<file path="config.mk">
export PLATFORM = sky130hd
export DESIGN_NAME = player_motion_flat
export DESIGN_NICKNAME = d
export VERILOG_FILES = /design/src/rtl/player_pkg.sv /design/src/rtl/player_motion_if.sv /design/src/rtl/btn_edge.sv /design/src/rtl/player_motion.sv /design/src/flat_wrapper.sv
export SDC_FILE = /design/constraint.sdc
export NUM_CORES = 1
export LEC_CHECK = 0
export ABC_AREA = 0
export BUFFER_PORTS_ARGS = -buffer_cell sky130_fd_sc_hd__buf_4
export CORE_AREA = 2 2 89 91
export CTS_BUF_LIST = sky130_fd_sc_hd__clkbuf_16
export DETAILED_ROUTE_END_ITERATION = 10
export DIE_AREA = 0 0 91 93
export SLEW_MARGIN = 10
export SYNTH_ARGS = -nofsm -noshare
export SYNTH_HDL_FRONTEND = slang
export SYNTH_SLANG_ARGS = --single-unit
</file>
<file path="constraint.sdc">
create_clock -name clk -period 3.15 [get_ports clk]
set_clock_uncertainty 0.15 [all_clocks]
set_input_delay 0.315 -clock clk [delete_from_list [all_inputs] [get_ports clk]]
set_output_delay 0.315 -clock clk [all_outputs]
set_load 0.02 [all_outputs]
</file>
<file path="src/rtl/player_pkg.sv">
// Purpose: shared types and default tuning constants for the player-motion engine.
// Latency: n/a (declarations only).
// Backpressure: n/a; no flow control anywhere in this block, every tick is consumed.
package player_pkg;

    // Player state. The numeric codes are visible on the pstate output.
    typedef enum logic [1:0] {
        ST_GROUND = 2'd0,
        ST_RISE   = 2'd1,
        ST_FALL   = 2'd2,
        ST_DEAD   = 2'd3
    } pstate_t;

    // Vertical speed in px/tick; wide enough for the jump launch speed.
    typedef logic [3:0] vel_t;

    localparam int X_START_DEF     = 320;
    localparam int X_MIN_DEF       = 10;
    localparam int X_MAX_DEF       = 629;
    localparam int Y_MIN_DEF       = 10;
    localparam int FLOOR_Y_DEF     = 400;
    localparam int Y_BOTTOM_DEF    = 479;
    localparam int STEP_DEF        = 2;
    localparam int JUMP_V_DEF      = 12;
    localparam int MAX_FALL_DEF    = 8;
    localparam int DEAD_CYCLES_DEF = 64;

endpackage

</file>
<file path="src/rtl/player_motion_if.sv">
// Purpose: bundles the button/level inputs and the position/status outputs of player_motion.
// Latency: n/a (wiring only).
// Backpressure: none; the engine samples the inputs on every movement tick.
// Ports: up/down/left/right, floor_gap, death in; x_pos, y_pos, airborne, dead, fell, pstate out.
interface player_motion_if;
    import player_pkg::*;

    logic       up;
    logic       down;
    logic       left;
    logic       right;
    logic       floor_gap;
    logic       death;
    logic [9:0] x_pos;
    logic [9:0] y_pos;
    logic       airborne;
    logic       dead;
    logic       fell;
    logic [1:0] pstate;

    // Driver side: buttons and level signals out, position and status in.
    modport master (
        output up, down, left, right, floor_gap, death,
        input  x_pos, y_pos, airborne, dead, fell, pstate
    );

    // Engine side.
    modport slave (
        input  up, down, left, right, floor_gap, death,
        output x_pos, y_pos, airborne, dead, fell, pstate
    );

endinterface

</file>
<file path="src/rtl/btn_edge.sv">
// Purpose: rising-edge detector for a button that is already synchronous to clk.
// Latency: o_rise is combinational from i_btn against last tick's registered value.
// Backpressure: none.
// Ports: clk, rst (sync, active-high), i_btn in; o_rise out.
module btn_edge (
    input  logic clk,
    input  logic rst,
    input  logic i_btn,
    output logic o_rise
);

    logic r_btn_q;

    always_ff @(posedge clk) begin
        if (rst) begin
            r_btn_q <= 1'b0;
        end else begin
            r_btn_q <= i_btn;
        end
    end

    assign o_rise = i_btn & ~r_btn_q;

endmodule

</file>
<file path="src/rtl/player_motion.sv">
// Purpose: turns direction buttons into clamped player x/y with jump arc, gravity, pits and respawn.
// Latency: 1 tick; every output is registered or decoded from registered state.
// Backpressure: none; one position update per clk edge, inputs are never stalled.
// Ports: clk, rst (sync, active-high); io_pm (slave) carries buttons, floor_gap, death in
//        and x_pos, y_pos, airborne, dead, fell, pstate out.
module player_motion
    import player_pkg::*;
#(
    parameter int X_START     = X_START_DEF,
    parameter int X_MIN       = X_MIN_DEF,
    parameter int X_MAX       = X_MAX_DEF,
    parameter int Y_MIN       = Y_MIN_DEF,
    parameter int FLOOR_Y     = FLOOR_Y_DEF,
    parameter int Y_BOTTOM    = Y_BOTTOM_DEF,
    parameter int STEP        = STEP_DEF,
    parameter int JUMP_V      = JUMP_V_DEF,
    parameter int MAX_FALL    = MAX_FALL_DEF,
    parameter int DEAD_CYCLES = DEAD_CYCLES_DEF
) (
    input  logic             clk,
    input  logic             rst,
    player_motion_if.slave   io_pm
);

    localparam int CNT_W = (DEAD_CYCLES > 1) ? $clog2(DEAD_CYCLES) : 1;
    localparam logic [CNT_W-1:0] CNT_LAST = CNT_W'(DEAD_CYCLES - 1);

    // 10-bit register forms of the screen limits.
    localparam logic [9:0] P_X_START = 10'(X_START);
    localparam logic [9:0] P_X_MIN   = 10'(X_MIN);
    localparam logic [9:0] P_X_MAX   = 10'(X_MAX);
    localparam logic [9:0] P_Y_MIN   = 10'(Y_MIN);
    localparam logic [9:0] P_FLOOR   = 10'(FLOOR_Y);
    localparam logic [9:0] P_BOTTOM  = 10'(Y_BOTTOM);

    // 11-bit signed forms so an under/overshoot is compared before it can wrap.
    localparam logic signed [10:0] S_STEP   = 11'(STEP);
    localparam logic signed [10:0] S_X_MIN  = 11'(X_MIN);
    localparam logic signed [10:0] S_X_MAX  = 11'(X_MAX);
    localparam logic signed [10:0] S_Y_MIN  = 11'(Y_MIN);
    localparam logic signed [10:0] S_FLOOR  = 11'(FLOOR_Y);
    localparam logic signed [10:0] S_BOTTOM = 11'(Y_BOTTOM);

    localparam vel_t P_JUMP_V   = vel_t'(JUMP_V);
    localparam vel_t P_MAX_FALL = vel_t'(MAX_FALL);
    localparam vel_t P_VEL_ONE  = vel_t'(1);

    pstate_t          r_state, w_state_nxt;
    vel_t             r_vel, w_vel_nxt;
    logic [CNT_W-1:0] r_cnt, w_cnt_nxt;
    logic [9:0]       r_x, w_x_nxt;
    logic [9:0]       r_y, w_y_nxt;
    logic             r_fell, w_fell_nxt;

    logic              w_up_rise;
    logic signed [10:0] w_x_s, w_x_dec, w_x_inc;
    logic signed [10:0] w_y_s, w_vel_s, w_y_rise, w_y_fall;
    logic [9:0]        w_x_walk;

    btn_edge u_up_edge (
        .clk    (clk),
        .rst    (rst),
        .i_btn  (io_pm.up),
        .o_rise (w_up_rise)
    );

    assign w_x_s    = signed'({1'b0, r_x});
    assign w_x_dec  = w_x_s - S_STEP;
    assign w_x_inc  = w_x_s + S_STEP;
    assign w_y_s    = signed'({1'b0, r_y});
    assign w_vel_s  = signed'({7'd0, r_vel});
    assign w_y_rise = w_y_s - w_vel_s;
    assign w_y_fall = w_y_s + w_vel_s;

    // Walking: opposing buttons cancel; result is clamped to the playfield.
    always_comb begin
        w_x_walk = r_x;
        if (io_pm.left && !io_pm.right) begin
            w_x_walk = (w_x_dec < S_X_MIN) ? P_X_MIN : w_x_dec[9:0];
        end else if (io_pm.right && !io_pm.left) begin
            w_x_walk = (w_x_inc > S_X_MAX) ? P_X_MAX : w_x_inc[9:0];
        end
    end

    // Next-state logic. DEAD ignores every input except rst; a kill request
    // from any live state freezes the position for that tick.
    always_comb begin
        w_state_nxt = r_state;
        w_vel_nxt   = r_vel;
        w_cnt_nxt   = '0;
        w_x_nxt     = r_x;
        w_y_nxt     = r_y;
        w_fell_nxt  = 1'b0;

        if (r_state == ST_DEAD) begin
            if (r_cnt == CNT_LAST) begin
                w_state_nxt = ST_GROUND;
                w_x_nxt     = P_X_START;
                w_y_nxt     = P_FLOOR;
                w_vel_nxt   = '0;
            end else begin
                w_cnt_nxt = r_cnt + 1'b1;
            end
        end else if (io_pm.death) begin
            w_state_nxt = ST_DEAD;
            w_vel_nxt   = '0;
        end else begin
            w_x_nxt = w_x_walk;
            case (r_state)
                ST_GROUND: begin
                    if (w_up_rise) begin
                        w_state_nxt = ST_RISE;
                        w_vel_nxt   = P_JUMP_V;
                    end else if (io_pm.floor_gap) begin
                        w_state_nxt = ST_FALL;
                        w_vel_nxt   = P_VEL_ONE;
                    end
                end
                ST_RISE: begin
                    if (io_pm.down) begin
                        // Jump cancelled: start falling from where we are.
                        w_state_nxt = ST_FALL;
                        w_vel_nxt   = P_VEL_ONE;
                    end else if (w_y_rise < S_Y_MIN) begin
                        w_y_nxt     = P_Y_MIN;
                        w_state_nxt = ST_FALL;
                        w_vel_nxt   = P_VEL_ONE;
                    end else begin
                        w_y_nxt = w_y_rise[9:0];
                        if (r_vel == P_VEL_ONE) begin
                            // Apex reached this tick.
                            w_state_nxt = ST_FALL;
                            w_vel_nxt   = P_VEL_ONE;
                        end else begin
                            w_vel_nxt = r_vel - 1'b1;
                        end
                    end
                end
                ST_FALL: begin
                    if (w_y_fall >= S_BOTTOM) begin
                        w_y_nxt     = P_BOTTOM;
                        w_fell_nxt  = 1'b1;
                        w_state_nxt = ST_DEAD;
                        w_vel_nxt   = '0;
                    end else if (!io_pm.floor_gap && (w_y_s <= S_FLOOR) && (w_y_fall >= S_FLOOR)) begin
                        // Only lands when crossing the floor from above; a
                        // player already below floor level is inside a pit.
                        w_y_nxt     = P_FLOOR;
                        w_state_nxt = ST_GROUND;
                        w_vel_nxt   = '0;
                    end else begin
                        w_y_nxt   = w_y_fall[9:0];
                        w_vel_nxt = (r_vel >= P_MAX_FALL) ? P_MAX_FALL : r_vel + 1'b1;
                    end
                end
                default: ;
            endcase
        end
    end

    always_ff @(posedge clk) begin
        if (rst) begin
            r_state <= ST_GROUND;
            r_vel   <= '0;
            r_cnt   <= '0;
            r_x     <= P_X_START;
            r_y     <= P_FLOOR;
            r_fell  <= 1'b0;
        end else begin
            r_state <= w_state_nxt;
            r_vel   <= w_vel_nxt;
            r_cnt   <= w_cnt_nxt;
            r_x     <= w_x_nxt;
            r_y     <= w_y_nxt;
            r_fell  <= w_fell_nxt;
        end
    end

    assign io_pm.x_pos    = r_x;
    assign io_pm.y_pos    = r_y;
    assign io_pm.fell     = r_fell;
    assign io_pm.pstate   = r_state;
    assign io_pm.airborne = (r_state == ST_RISE) || (r_state == ST_FALL);
    assign io_pm.dead     = (r_state == ST_DEAD);

endmodule

</file>
<file path="src/flat_wrapper.sv">
// flat-port wrapper written by rule: the top's interface ports become plain ports
module player_motion_flat import player_pkg::*;
#(
    parameter int X_START     = X_START_DEF,
    parameter int X_MIN       = X_MIN_DEF,
    parameter int X_MAX       = X_MAX_DEF,
    parameter int Y_MIN       = Y_MIN_DEF,
    parameter int FLOOR_Y     = FLOOR_Y_DEF,
    parameter int Y_BOTTOM    = Y_BOTTOM_DEF,
    parameter int STEP        = STEP_DEF,
    parameter int JUMP_V      = JUMP_V_DEF,
    parameter int MAX_FALL    = MAX_FALL_DEF,
    parameter int DEAD_CYCLES = DEAD_CYCLES_DEF
)
  (clk, rst, io_pm_up, io_pm_down, io_pm_left, io_pm_right, io_pm_floor_gap, io_pm_death, io_pm_x_pos, io_pm_y_pos, io_pm_airborne, io_pm_dead, io_pm_fell, io_pm_pstate);
  player_motion_if io_pm_i ();
  input  logic clk;
  input  logic rst;
  input wire logic [$bits(io_pm_i.up)-1:0] io_pm_up;
  input wire logic [$bits(io_pm_i.down)-1:0] io_pm_down;
  input wire logic [$bits(io_pm_i.left)-1:0] io_pm_left;
  input wire logic [$bits(io_pm_i.right)-1:0] io_pm_right;
  input wire logic [$bits(io_pm_i.floor_gap)-1:0] io_pm_floor_gap;
  input wire logic [$bits(io_pm_i.death)-1:0] io_pm_death;
  output wire logic [$bits(io_pm_i.x_pos)-1:0] io_pm_x_pos;
  output wire logic [$bits(io_pm_i.y_pos)-1:0] io_pm_y_pos;
  output wire logic [$bits(io_pm_i.airborne)-1:0] io_pm_airborne;
  output wire logic [$bits(io_pm_i.dead)-1:0] io_pm_dead;
  output wire logic [$bits(io_pm_i.fell)-1:0] io_pm_fell;
  output wire logic [$bits(io_pm_i.pstate)-1:0] io_pm_pstate;
  assign io_pm_i.up = io_pm_up;
  assign io_pm_i.down = io_pm_down;
  assign io_pm_i.left = io_pm_left;
  assign io_pm_i.right = io_pm_right;
  assign io_pm_i.floor_gap = io_pm_floor_gap;
  assign io_pm_i.death = io_pm_death;
  assign io_pm_x_pos = io_pm_i.x_pos;
  assign io_pm_y_pos = io_pm_i.y_pos;
  assign io_pm_airborne = io_pm_i.airborne;
  assign io_pm_dead = io_pm_i.dead;
  assign io_pm_fell = io_pm_i.fell;
  assign io_pm_pstate = io_pm_i.pstate;
  player_motion #(.X_START(X_START), .X_MIN(X_MIN), .X_MAX(X_MAX), .Y_MIN(Y_MIN), .FLOOR_Y(FLOOR_Y), .Y_BOTTOM(Y_BOTTOM), .STEP(STEP), .JUMP_V(JUMP_V), .MAX_FALL(MAX_FALL), .DEAD_CYCLES(DEAD_CYCLES)) u_core (.clk(clk), .rst(rst), .io_pm(io_pm_i));
endmodule
</file>
==> flow_summary.json <==
{
  "layout_commonest_cell": "buf_4",
  "route.detailed.drc": 0,
  "vias": 3400,
  "power.leakage_nw": 1.59,
  "grt_start_max_net_pins": 31,
  "clockRootBuffer": "clkbuf_16",
  "hold_ws_ns": 0.107,
  "rows": 32,
  "crit_fanout": 7,
  "clock.fmax_ghz": 0.329,
  "core_area_um2": 7530,
  "cts_tree": "built",
  "endpoint_kind": "flip-flop",
  "via_per_inst": 5.75,
  "required_ns": 3.19,
  "post-route-period-util": 0.965,
  "setup_viol": 0,
  "most-common-layout-cells": "buf_4, nor2_1, nand2_1, a21oi_1, dfxtp_1",
  "async_reset_ff_frac": 0,
  "synth_cell_types": 67,
  "drive_gt1_frac": 0.237,
  "area_growth_pct": 24.5,
  "htreeDepth": 2,
  "pin_count": 33,
  "wirelength_um": 9530,
  "dp_cells": 580,
  "grt_pass1_vias": 3220,
  "critPathArrivalTime_ns": 3.08,
  "hpwl_um": 7100,
  "worstPathCellList": "ha_2 -> fa_2 -> nand2b_4 -> a21oi_4 -> xnor2_1 -> or4_4 -> a211oi_4 -> nor4_1 -> or2_1 -> o31ai_1",
  "gr-total-overflow": 0,
  "slew_headroom": 0.516,
  "synth_cells": 436,
  "grt_usage": 0.224,
  "drt_iter0_markers": 242,
  "ant_nets": 0,
  "finalMaxSlewViolations": 0,
  "crit_buf_inv": 0,
  "synth_nets": 468,
  "max-cap-violations": 0,
  "max_stage_delay_ns": 0.44,
  "tns_ns": 0,
  "path_clk_slew_ns": 0.05,
  "fp.dieH_um": 93,
  "ir_drop_uv": 379,
  "die_area_um2": 8460,
  "globalplace.congestion": 0.876,
  "start_util": 0.432,
  "syn_area_um2": 3250,
  "wl_per_cell_um": 16.1,
  "slowest_stage": "or4_4",
  "clockBufferDepth": 2,
  "numCtsBuffers": 5,
  "power.total_mw": 2.73,
  "ys_warn_count": 0,
  "startpoint_type": "flip-flop",
  "synth_edf_count": 0,
  "yosys_register_bits": 34,
  "tightest_slew_ns": 0.727,
  "cts_hold_buf": 0,
  "ys_seq_area_frac": 0.209,
  "worstSetupPathType": "reg2reg",
  "avgSynthCellArea_um2": 7.46,
  "hold_path.class": "in2reg",
  "r2r_setup_slack_ns": 0.11,
  "outcome": "finished, final reports clean",
  "finalNonFillerCells": 591,
  "drt_pre_antenna_iters": 5,
  "port_buffers": 32,
  "antenna_found_initial": 0,
  "ys.flop_type": "dfxtp_1",
  "cts_sinks": 34,
  "clk_latency_ns": 0.28,
  "layout_min_cycle_time_ns": 3.04,
  "antenna_cells": 0,
  "grt_pass1_wl_um": 15700,
  "critPathTopFamily": "simple AND/OR/NAND/NOR gates",
  "p_per_area_nw_per_um2": 674,
  "die_w_um": 91,
  "finalHoldViolCount": 0,
  "layout.nets": 520
}
[area by class of cell]
| type | count | area [um2] |
|---|---|---|
| Timing Repair Buffer | 69 | 518 |
| Sequential cell | 34 | 684 |
| Multi-Input combinational cell | 353 | 2490 |
| Clock inverter | 3 | 12.5 |
| Fill cell | 737 | 3480 |
| Clock buffer | 5 | 125 |
| Tap cell | 102 | 128 |
| Inverter | 25 | 96.3 |
[Yosys cell counts (all sizes together), types with 3 or more instances]
cell | count | area [um2]
xnor2 | 16 | 140
ha | 22 | 275
xor2 | 6 | 52.6
inv | 25 | 96.4
nand2 | 37 | 139
buf | 5 | 28.8
o21ai | 26 | 130
nand2b | 14 | 87.6
a31oi | 4 | 25.0
or2 | 9 | 56.3
o211ai | 5 | 37.5
and3 | 9 | 56.3
nor2 | 41 | 154
a21o | 4 | 30.0
a32oi | 4 | 35.0
o32ai | 3 | 26.3
o221ai | 3 | 26.3
a2111oi | 3 | 51.3
a311oi | 5 | 43.8
clkbuf | 19 | 71.3
nor3 | 12 | 60.1
dfxtp | 34 | 681
nor4 | 7 | 50.1
a21oi | 39 | 199
o31ai | 6 | 50.1
or3b | 3 | 26.3
or3 | 6 | 37.5
a211oi | 11 | 95.1
nor2b | 10 | 62.6
nand3 | 12 | 60.1
[what timing repair did]
item                       in CTS  in global routing
pin swaps                       0                  9
gates resized for setup         3                 22
setup endpoints to repair       6                 13
setup buffers                   0                  3
[worst paths after layout]
check                                           start                  endpoint  depth (start not counted)
worst max-delay path            u_core.io_pm.y_pos[0]    u_core.io_pm.pstate[1]                         10
worst min-delay path                         io_pm_up  u_core.u_up_edge.r_btn_q                          2
worst max register to register  u_core.io_pm.y_pos[0]    u_core.io_pm.pstate[1]                         10
worst min register to register        u_core.r_cnt[0]           u_core.r_cnt[0]                          1
[kinds of logic after synthesis]
| family | after synthesis | share of synthesized area |
|---|---|---|
| and+or+nand+nor | 170 | 0.268 |
| muxes | 3 | 0.00961 |
| xor gates and xnor gates | 22 | 0.0592 |
| AOI/OAI and AO/OA | 134 | 0.297 |
| adders and majority gates | 24 | 0.0969 |
| DFF | 34 | 0.209 |
| buffers and inverters | 49 | 0.0604 |
[metrics by stage]
step / utilization / worst slack [ns] / area [um2]
2_1_floorplan: - / 0.148 / 3250
3_3_place_gp: 0.502 / -0.0156 / 3780
3_5_place_dp: 0.502 / -0.0814 / 3780
4_1_cts: 0.521 / 0.0191 / 3920
5_1_grt: 0.538 / -0.0382 / 4050
6_report: 0.538 / 0.112 / 4050
[where the power goes]
part           total, mW  internal (mW)  switching, mW
sequential         0.565          0.491         0.0738
combinational       1.70          0.726          0.971
clock              0.467          0.286          0.181
[registers in the layout (all words and copies together) (netlist names)]
name / count
u_core.io_pm.x_pos: 10
u_core.io_pm.y_pos: 10
u_core.io_pm.pstate: 2
u_core.u_up_edge.r_btn_q: 1
u_core.r_vel: 4
u_core.io_pm.fell: 1
u_core.r_cnt: 6
[per-layer routing]
| metal | wire (um) | share of wire | vias up | global-route usage |
|---|---|---|---|---|
| met2 | 4460 | 0.47 | 91 | 0.367 |
| met3 | 473 | 0.050 | 9 | 0.0298 |
| met1 | 4480 | 0.47 | 1624 | 0.315 |
| li1 | - | - | 1676 | - |
| met5 | 0 | 0 | - | 0 |
| met4 | 120 | 0.013 | 0 | 0.0492 |
Note: power is estimated with default switching activity, not from simulation.
